==> src/rtl/peripheral_bus.sv <==
// Memory-mapped peripheral block: reload timer with interrupt, LEDs, switches.
// Optional free-running SYSTICK counter at offset 0x14 when SYSTICK_EN is defined.
module peripheral_bus #(
    parameter logic [31:0] BASE_ADDR = 32'h40000000
) (
    input  logic        clk,
    input  logic        reset,
    input  logic [31:0] iMemAddr,
    input  logic        iMemRead,
    input  logic        iMemWrite,
    input  logic [31:0] iMemWriteData,
    output logic [31:0] oMemReadData,
    output logic        oInterrupt,
    output logic [7:0]  oLED,
    input  logic [7:0]  iSwitch
);

    localparam logic [29:0] BaseWord = BASE_ADDR[31:2];

    logic [31:0] th;
    logic [31:0] tl;
    logic [2:0]  tcon;
    logic [7:0]  led;
`ifdef SYSTICK_EN
    logic [31:0] systick;
`endif

    logic [29:0] wordOff;
    logic        wrTh;
    logic        wrTl;
    logic        wrTcon;
    logic        wrLed;
    logic        tlOverflow;
    logic        irqSet;
    logic        unusedAddrBits;

    assign unusedAddrBits = ^iMemAddr[1:0];

    // Addresses below the base wrap to a large offset and fall out of the map.
    assign wordOff = iMemAddr[31:2] - BaseWord;

    assign wrTh   = iMemWrite && (wordOff == 30'd0);
    assign wrTl   = iMemWrite && (wordOff == 30'd1);
    assign wrTcon = iMemWrite && (wordOff == 30'd2);
    assign wrLed  = iMemWrite && (wordOff == 30'd3);

    assign tlOverflow = tcon[0] && (tl == 32'hFFFFFFFF);
    assign irqSet     = tlOverflow && tcon[1];

    always_ff @(posedge clk) begin
        if (!reset) begin
            th   <= 32'd0;
            tl   <= 32'd0;
            tcon <= 3'd0;
            led  <= 8'd0;
        end else begin
            if (wrTh) begin
                th <= iMemWriteData;
            end
            if (wrLed) begin
                led <= iMemWriteData[7:0];
            end
            if (wrTl) begin
                tl <= iMemWriteData;
            end else if (tcon[0]) begin
                tl <= tlOverflow ? th : tl + 32'd1;
            end
            // A concurrent overflow forces the status bit so no interrupt is lost.
            if (wrTcon) begin
                tcon <= {iMemWriteData[2] | irqSet, iMemWriteData[1:0]};
            end else if (irqSet) begin
                tcon[2] <= 1'b1;
            end
        end
    end

`ifdef SYSTICK_EN
    always_ff @(posedge clk) begin
        if (!reset) begin
            systick <= 32'd0;
        end else begin
            systick <= systick + 32'd1;
        end
    end
`endif

    always_comb begin
        oMemReadData = 32'd0;
        if (iMemRead) begin
            case (wordOff)
                30'd0:   oMemReadData = th;
                30'd1:   oMemReadData = tl;
                30'd2:   oMemReadData = {29'd0, tcon};
                30'd3:   oMemReadData = {24'd0, led};
                30'd4:   oMemReadData = {24'd0, iSwitch};
`ifdef SYSTICK_EN
                30'd5:   oMemReadData = systick;
`endif
                default: oMemReadData = 32'd0;
            endcase
        end
    end

    assign oInterrupt = tcon[1] & tcon[2];
    assign oLED       = led;

endmodule
==> config.mk <==
export PLATFORM = sky130hd
export DESIGN_NAME = peripheral_bus
export DESIGN_NICKNAME = d
export VERILOG_FILES = /design/src/rtl/peripheral_bus.sv
export SDC_FILE = /design/constraint.sdc
export NUM_CORES = 1
export LEC_CHECK = 0
export ABC_AREA = 1
export BUFFER_PORTS_ARGS = -buffer_cell sky130_fd_sc_hd__buf_2
export CAP_MARGIN = 30
export CORE_MARGIN = 8
export CORE_UTILIZATION = 25
export CTS_BUF_LIST = sky130_fd_sc_hd__clkbuf_2 sky130_fd_sc_hd__clkbuf_4 sky130_fd_sc_hd__clkbuf_8
export CTS_CLUSTER_DIAMETER = 150
export DETAILED_ROUTE_END_ITERATION = 6
export HOLD_SLACK_MARGIN = 0.12
export REMOVE_ABC_BUFFERS = 1
export SLEW_MARGIN = 20
export SYNTH_ARGS = -nofsm -noshare
export SYNTH_HDL_FRONTEND = slang
export SYNTH_SLANG_ARGS = --single-unit
==> constraint.sdc <==
create_clock -name clk -period 3.8 [get_ports clk]
set_input_delay 0.38 -clock clk [delete_from_list [all_inputs] [get_ports clk]]
set_output_delay 0.38 -clock clk [all_outputs]
set_load 0.05 [all_outputs]
## After elaboration in Yosys (flattened, before gate mapping)

Cells that the tools add are included.

| cells by class | value |
|---|---|
| add/subtract/negate cells | 2 |
| $mul | 0 |
| divide/modulo/power cells | 0 |
| magnitude comparators | 0 |
| equal/unequal tests | 5 |
| shift-type cells | 0 |
| mux-type cells | 7 |
| bitwise operators | 2 |
| reduce and logical (&&, ||, !) cells | 9 |

Operator list:

| operator | count |
|---|---|
| $pmux W32 S5 | 1 |
| $mux W32 | 4 |
| $eq A30 B2 Y1 const B | 2 |
| $add A32 B1 Y32 const B | 1 |
| $eq A32 B32 Y1 const B | 1 |
| $eq A30 B1 Y1 const B | 1 |
| $eq A30 B3 Y1 const B | 1 |
| $logic_not A30 Y1 | 1 |
| $sub A30 B29 Y30 const B | 1 |
| $logic_and A1 B1 Y1 | 6 |
| $reduce_bool A2 Y1 | 2 |
| $mux W1 | 2 |
| $and A1 B1 Y1 | 1 |
| $or A1 B1 Y1 | 1 |

| storage, ports and cells | value |
|---|---|
| bits in registers | 75 |
| latch bits | 0 |
| bits in writable memories | 0 |
| memory bits (read-only) | 0 |
| bits of input ports | 76 |
| output and inout port bits | 41 |
| word-level logic and storage cells | 30 |
| memories | 0 |

## Longest topological paths before layout

Gate-level depths: netlist of run 1.

| depth | value |
|---|---|
| word-level depth | 5 |
| mapped depth | 14 |
| mapped depth without buffers | 12 |

## Worst setup path before layout of run 1

Ideal clock, no wire load.

| timing | value |
|---|---|
| path type | input port to output port |
| start | input port iMemAddr[17] |
| end | output port oMemReadData[16] |
| arrival time | 2183 ps |
| data required time | 3420 ps |
| path slack | 1237 ps |
| stages on the path | 11 |
| buffers on the path | 2 |
| cells stage by stage | nor2_1 -> nand2_1 -> nor2_1 -> nand2_1 -> nor2_2 -> buf_4 -> nand2_2 -> inv_2 -> buf_4 -> nand2_1 -> a21oi_1 |

| between the ends | value |
|---|---|
| cells in the longest elaborated chain, start to end | 4 |
| elaborated cells on any way between the ends | 8 |
| those cells by class | add/sub (1); eq/ne (4); mux (2); reduce/logical (1) |

Ends and longest elaborated chain:

| what | line | RTL |
|---|---|---|
| start, declared | 8 | `input logic [31:0] iMemAddr,` |
| $sub A30 B29 Y30 * | 40 | `assign wordOff = iMemAddr[31:2] - BaseWord;` |
| $eq A30 B3 Y1 (tied with other cells) | 90 | `case (wordOff)` |
| $pmux W32 S5 * | 90 |  |
| $mux W32 * | 89 | `if (iMemRead) begin` |
| end, declared | 12 | `output logic [31:0] oMemReadData,` |

Mark *: on every way between the ends. The rest lies on a longest branch, timed or not.

## Final worst setup path of run 1

| timing | value |
|---|---|
| start | input port iMemAddr[17] |
| end | output port oMemReadData[14] |

The elaborated chain is that of the path after synthesis.

==> results of run 1 <==
==> layout make-up <==
type | instances | area (um^2)
flip-flops and latches | 75 | 1500
clock inverters | 3 | 15.0
multi-input cells | 704 | 3400
well taps | 285 | 357
inverters | 120 | 455
clock buffers | 12 | 153
repair buffers | 129 | 683
fillers | 2557 | 15900
==> per-layer routing <==
| metal | up-vias | share of wire, % | routed length, um |
|---|---|---|---|
| li1 | 3215 | - | - |
| met1 | 2870 | 44 | 9040 |
| met2 | 182 | 48 | 9930 |
| met3 | 41 | 5.5 | 1130 |
| met4 | 6 | 2.2 | 448 |
| met5 | - | 0.19 | 39 |
==> layout by cell type, fill, tap and decap left out, types with 2 or more instances in the layout <==
cell and instances:
nand3_1 80, o21ai_2 3, buf_4 15, inv_2 7, nor3_1 19, clkinv_2 3
buf_2 114, o21ai_0 52, clkinv_1 2, xnor2_1 8, clkbuf_4 2, nand4_1 32
nor2_4 5, clkbuf_8 10, nor2_2 9, o22ai_1 12, nand3b_1 2, inv_1 110
nand2_1 189, xor2_1 7, o21ai_1 21, nor2_1 183, a21oi_1 52, nand2_2 6
nand3_2 13, nor3b_4 2, dfxtp_1 75
==> flip-flops by register name (all words and copies together), names as in the netlist <==
| name | cells |
|---|---|
| oLED | 8 |
| tcon | 3 |
| th | 32 |
| tl | 32 |
==> worst paths after layout <==
| kind | start | cells after the start | slack [ps] | end |
|---|---|---|---|---|
| min reg2reg | oLED[0] | 2 | 470 | oLED[0] |
| max reg2reg | tl[0] | 12 | 1390 | tl[25] |
| max | iMemAddr[17] | 12 | 740 | oMemReadData[14] |
| min | iMemWriteData[24] | 3 | 260 | th[24] |
==> through the flow <==
step                setup TNS (ps)  cell area, um^2
finish                           0             6560
global route                     0             6560
CTS                              0             6560
detailed placement               0             6400
global placement                 0             6400
floorplan                     -236             5350
==> Yosys cell counts (all sizes together) (3+ instances only) <==
cell	number	share of area [%]
clkinv	3	0.29
inv	117	7.8
nand2	196	13
dfxtp	75	27
clkbuf	14	0.93
nand3	94	9.7
buf	32	4.3
xor2	7	1.1
xnor2	8	1.2
nor2	198	14
nand4	33	3.9
o21ai	76	6.9
o22ai	12	1.3
a21oi	53	4.8
nor3	19	1.7
nor3b	3	0.89
==> power by group through the flow <==
stage | combinational [mW] | sequential [mW] | clock, mW
global route | 0.112 | 0.785 | 0.619
global placement | 0.100 | 0.804 | 0
floorplan | 0.0292 | 0.804 | 0
detailed placement | 0.102 | 0.804 | 0
finish | 0.101 | 0.785 | 0.576
CTS | 0.102 | 0.785 | 0.595
==> cells by family after synthesis <==
family / Yosys count / share of synthesized area, %
adder cells (fa/ha/maj): 1 / 0.221
AO/OA/AOI/OAI: 141 / 13.0
XOR/XNOR: 15 / 2.32
flip-flops: 75 / 26.6
AND/OR/NAND/NOR: 547 / 44.5
buffers and inverters: 166 / 13.3
==> worst register-to-register path, stage by stage, from the launching register on <==
cell and delay, ps:
dfxtp_1 470, ha_1 280, nand2_1 90, nor2_2 130, nand2_2 130, nor2_8 280, nand3_4 320, clkinv_4 280
nand2_1 90, nand3_1 70, nor2_1 40, nor2_1 90, nor2_1 40
==> metrics.md, run 1 <==
| Metric | Value |
|---|---|
| Int Power | 1.09 mW |
| Routed length per instance | 15.5 um |
| CTS Sinks | 75 |
| Slew Limit Fails | 0 |
| Mapped Area | approximately 5700 um^2 |
| Iter 0 DRT Violations | about 400 |
| Util after Layout | 29.3% |
| Hold Fails Final Rpt | 0 |
| Post-synth EDFFs | 0 |
| Met1 track utilization from global routing | 17.7% |
| Vias | about 6300 |
| GR met3 Demand/Resource | under 10% |
| Area grow syn2layout | 16.1% |
| Row cnt | 55 |
| DIE AREA | approximately 28000 um^2 |
| Inst Count DP | around 1300 |
| Die height | around 170 um |
| Clock period minus worst slack | roughly 3100 ps |
| CTS max path bufs | 2 |
| Fin cells | around 1300 |
| Unrepaired setup endpoints after global routing | no |
| Fmax | roughly 0.33 GHz |
| IO Count | 117 |
| Initial Util | 25.2% |
| Final Worst Setup Slack | 744 ps |
| Most frequent CP cell | nand2_1 |
| Hold crit path type | in -> reg |
| Fin crit share | between 80% and 90% |
| Total gr overflow | 0 |
| WL final | about 20 mm |
| Critical path buffers and inverters | 3 |
| Slowest cell on crit path | nand2_1 |
| Synth cell types | 38 |
| CTS Root Cell | clkbuf_8 |
| Share of cells above drive strength 1 | between 10% and 20% |
| Placer Congestion | approximately 0.9 |
| Clock Skew | 6.76 ps |
| First-pass GRT wire length | approximately 33 mm |
| Seq cells post-synth | 75 |
| Total Routing Usage GR | 14.7% |
| First drt pass iteration count | 5 |
| Gate Count Post-Synth | 945 |
| Final HPWL DP | between 15 and 20 mm |
| Leakage power | between 2 and 3 nW |
| Worst vdd ir | around 0.12 mV |
| Worst-Margin Slew | 855 ps |
| Clock Latency Late Sink | 360 ps |
| Post_cts resized | 0 |
| Top delay family on crit path | simple AND/OR/NAND/NOR gates |
| Setup-failing EPs final | 0 |
| Net Sw Frac | between 20% and 30% |
| Pwr dens | 223 nW/um^2 |
| Design Power | ~1.5 mW |
| Hold_ws | approximately 260 ps |
| Worst EP required | between 3000 and 4000 ps |
| H-Tree Level Count | 3 |
| Post-DRT Antenna Nets | 0 |
| CTS tree | built |
| Grt peak-use layer | met2 |
| Sequential Power Share | between 50% and 60% |
| Logic pwr share | slightly below 7% |
| TritonCTS Buffers | 9 |
| Crit Path Class | in -> out |
| FFs w/ async S/R, synth | 0% |
| M2 GR Usage | 25.6% |
| CP max FO | 18 |
| Largest net degree at the start of global routing | 34 |
| Antenna Cells | 0 |
| Outcome | complete, no violations |
| Nets | between 1000 and 1500 |
| Place WS | 732 ps |
| Hold_buf cts | 0 |
| Post-synth top flop | dfxtp_1 |
| Core area | about 22000 um^2 |
| Worst EP arrival | around 2700 ps |
| Initial antenna violation count | 3 |
| Post-DR vias/cell | ~4.8 |
| Crit-path cells | buf_2, nor2_1, nand2_1, nor2_1, nand2_1, nor2_2, buf_4, nand3_1, nand3_1, nand2_1, a21oi_1, buf_2 |
| Clock power share | 39.4% |
| Die width | 166 um |
| Port Buffer Count | between 100 and 150 |
| Post CTS Setup Buffer Count | 0 |
| YS warnings | 0 |
| Seq/Total Area, Yosys | a little over a quarter |
| CP Launch Type | primary input |
| Worst setup EP type | primary output |
| Slew headroom | between 40% and 50% |
| Max_cap viols | 0 |
| Vias in the first global route | a little over 6000 |
| Clock transition at path regs | around 80 ps |
| Critical Path Max Stage Delay | between 400 and 500 ps |
| Net Switching | 0.375 mW |
| DRC Markers | 0 |
| Avg Cell Area, Syn | between 5 and 6 um^2 |
No activity file was read; power rests on OpenSTA's default activity.
==> inputs of run 2 (changes only) <==
==> constraint.sdc (replaced) <==
create_clock -name clk -period 2.8 [get_ports clk]
set_input_delay 0.28 -clock clk [delete_from_list [all_inputs] [get_ports clk]]
set_output_delay 0.28 -clock clk [all_outputs]
set_load 0.05 [all_outputs]
==> metrics.md, run 2 (synthesis results as in run 1) <==
| Metric | Value |
|---|---|
| Hold Crit Start | iMemWriteData[30] (was iMemWriteData[24]) |
| WL final | 20.7 mm (was 20.6 mm) |
| Commonest cells after routing, fill and taps aside | nand2_1 (189), nor2_1 (183), buf_2 (114), inv_1 (110), nand3_1 (80) (unchanged) |
| Worst vdd ir | 0.175 mV (was 0.115 mV) |
| Crit Path Class | in -> out (unchanged) |
| Filler cell count | 2589 (was 2557) |
| TritonCTS Buffers | 9 (unchanged) |
| Clock period minus worst slack | between 2000 and 2500 ps |
| Routed length per instance | 15.4 um (was 15.5 um) |
| Placer Congestion | 0.861 (was 0.891) |
| Largest net degree at the start of global routing | 35 (was 34) |
| Placed Area | 6460 um^2 (was 6400 um^2) |
| CTS tree | built (unchanged) |
| Setup TNS | 0 ps (unchanged) |
| Finished Cell Area | 6660 um^2 (was 6560 um^2) |
| Post_cts resized | 0 (unchanged) |
| CTS Root Cell | clkbuf_8 (unchanged) |
| Worst r2r path cells | 12 (unchanged) |
| Design Power | 2.02 mW (was 1.46 mW) |
| Post-DR vias/cell | 4.77 (was 4.75) |
| Setup-failing EPs final | 0 (unchanged) |
| Hold Fails Final Rpt | 0 (unchanged) |
| Worst setup EP type | primary output (unchanged) |
| Fmax | between 0.4 and 0.5 GHz |
| Worst-Margin Slew | 641 ps (was 855 ps) |
| First-pass GRT wire length | 32.9 mm (about the same) |
| Hold Path Sink | th[30] (was th[24]) |
| Outcome | complete, no violations (unchanged) |
| Commonest non-fill, non-tap cell in the layout | nand2_1 (unchanged) |
| Hold_buf cts | 0 (unchanged) |
| Leakage power | 2.69 nW (was 2.64 nW) |
| Hold crit path type | in -> reg (unchanged) |
| Clock Latency Late Sink | 370 ps (was 360 ps) |
| Reg-to-reg critical path startpoint | tl[0] (unchanged) |
| Hold_ws | 159 ps (was 260 ps) |
| CTS Sinks | 75 (unchanged) |
| DRC Markers | 0 (unchanged) |
| Row cnt | 55 (unchanged) |
| Fin crit share | around 89% |
| Core area | 22400 um^2 (unchanged) |
| CTS max path bufs | 2 (unchanged) |
| First drt pass iteration count | 5 (unchanged) |
| Worst EP required | 2520 ps (was 3420 ps) |
| Die width | 166 um (unchanged) |
| Iter 0 DRT Violations | 455 (was 399) |
| Final HPWL DP | 15.3 mm (was 15.0 mm) |
| Total gr overflow | 0 (unchanged) |
| Clock transition at path regs | 80 ps (about the same) |
| Slew headroom | 57.2% (was 42.8%) |
| Clock Skew | 8.45 ps (was 6.76 ps) |
| CP max FO | 17 (was 18) |
| Slew Limit Fails | 0 (unchanged) |
| Total Routing Usage GR | 14.7% (about the same) |
| H-Tree Level Count | 3 (unchanged) |
| Initial Util | 25.2% (unchanged) |
| Nets | 1125 (was 1116) |
| Pwr dens | 303 nW/um^2 (was 223 nW/um^2) |
| Share of cells above drive strength 1 | 19.6% (was 18.8%) |
| Post CTS Setup Buffer Count | 0 (unchanged) |
| DIE AREA | 27700 um^2 (unchanged) |
| Reg2reg end | tl[6] (was tl[25]) |
| Worst EP arrival | 2210 ps (was 2680 ps) |
| Vias | 6394 (was 6314) |
| Unrepaired setup endpoints after global routing | no (unchanged) |
| Post-DRT Antenna Nets | 0 (unchanged) |
| Initial antenna violation count | 7 (was 3) |
| Vias in the first global route | 6317 (was 6238) |
| CP Launch Type | primary input (unchanged) |
| Hold Path Cell Cnt | 3 (unchanged) |
| Area grow syn2layout | 17.8% (was 16.1%) |
| IO Count | 117 (unchanged) |
| FF-to-FF setup slack | 590 ps (was 1390 ps) |
| Max_cap viols | 0 (unchanged) |
| Port Buffer Count | 114 (unchanged) |
| Die height | 166 um (unchanged) |
run 2: layout make-up:
cell class / count / area, um^2 / share of cell area [%]
timing repair buffer: 138 / 751 / 11.3
clock buffer: 14 / 174 / 2.61
sequential: 75 / 1500 / 22.6
antenna: 2 / 5.00 / 0.0752
clock inverter: 2 / 10.0 / 0.150
multi-input combinational: 704 / 3400 / 51.1
tap: 285 / 357 / 5.36
inverter: 120 / 455 / 6.84
run 2: power breakdown:
part           internal (mW)  switching (mW)
combinational         0.0535          0.0851
clock                  0.398           0.413
sequential              1.07   0.00000000120
total                   1.52           0.498
run 2: metal layers:
layer | up-vias | global-route usage (%) | share of wire (%)
met5 | - | 0 | 0.24
met4 | 8 | 6.11 | 2.5
met3 | 42 | 2.97 | 5.6
met2 | 178 | 25.7 | 49
met1 | 2922 | 17.2 | 43
li1 | 3244 | - | -
run 2: through the flow:
step	util (%)	cells	setup WS, ps
2_1_floorplan	-	899	-820
3_3_place_gp	28.8	1322	222
3_5_place_dp	28.8	1322	188
4_1_cts	29.6	1338	186
5_1_grt	29.7	1340	114
6_report	29.7	1340	312
run 2: how the worst max path moves through the flow:
| stage | startpoint | end | slack [ps] | cells past startpoint |
|---|---|---|---|---|
| after CTS | iMemAddr[27] | oMemReadData[5] | 190 | 12 |
| after global placement | iMemAddr[27] | oMemReadData[5] | 220 | 12 |
| after floorplan | iMemAddr[17] | oMemReadData[10] | -820 | 9 |
| after detailed placement | iMemAddr[27] | oMemReadData[5] | 190 | 12 |
| after global routing | iMemAddr[5] | oMemReadData[14] | 110 | 10 |
| final | iMemAddr[5] | oMemReadData[14] | 310 | 10 |
run 2: worst max-delay path, stage by stage:
cell and delay (ps):
buf_2 100, nor2_1 170, inv_1 130, nor2_2 370, nand3_1 160, nand3_1 100
nand2_1 60, buf_4 210, a21oi_1 280, buf_2 330
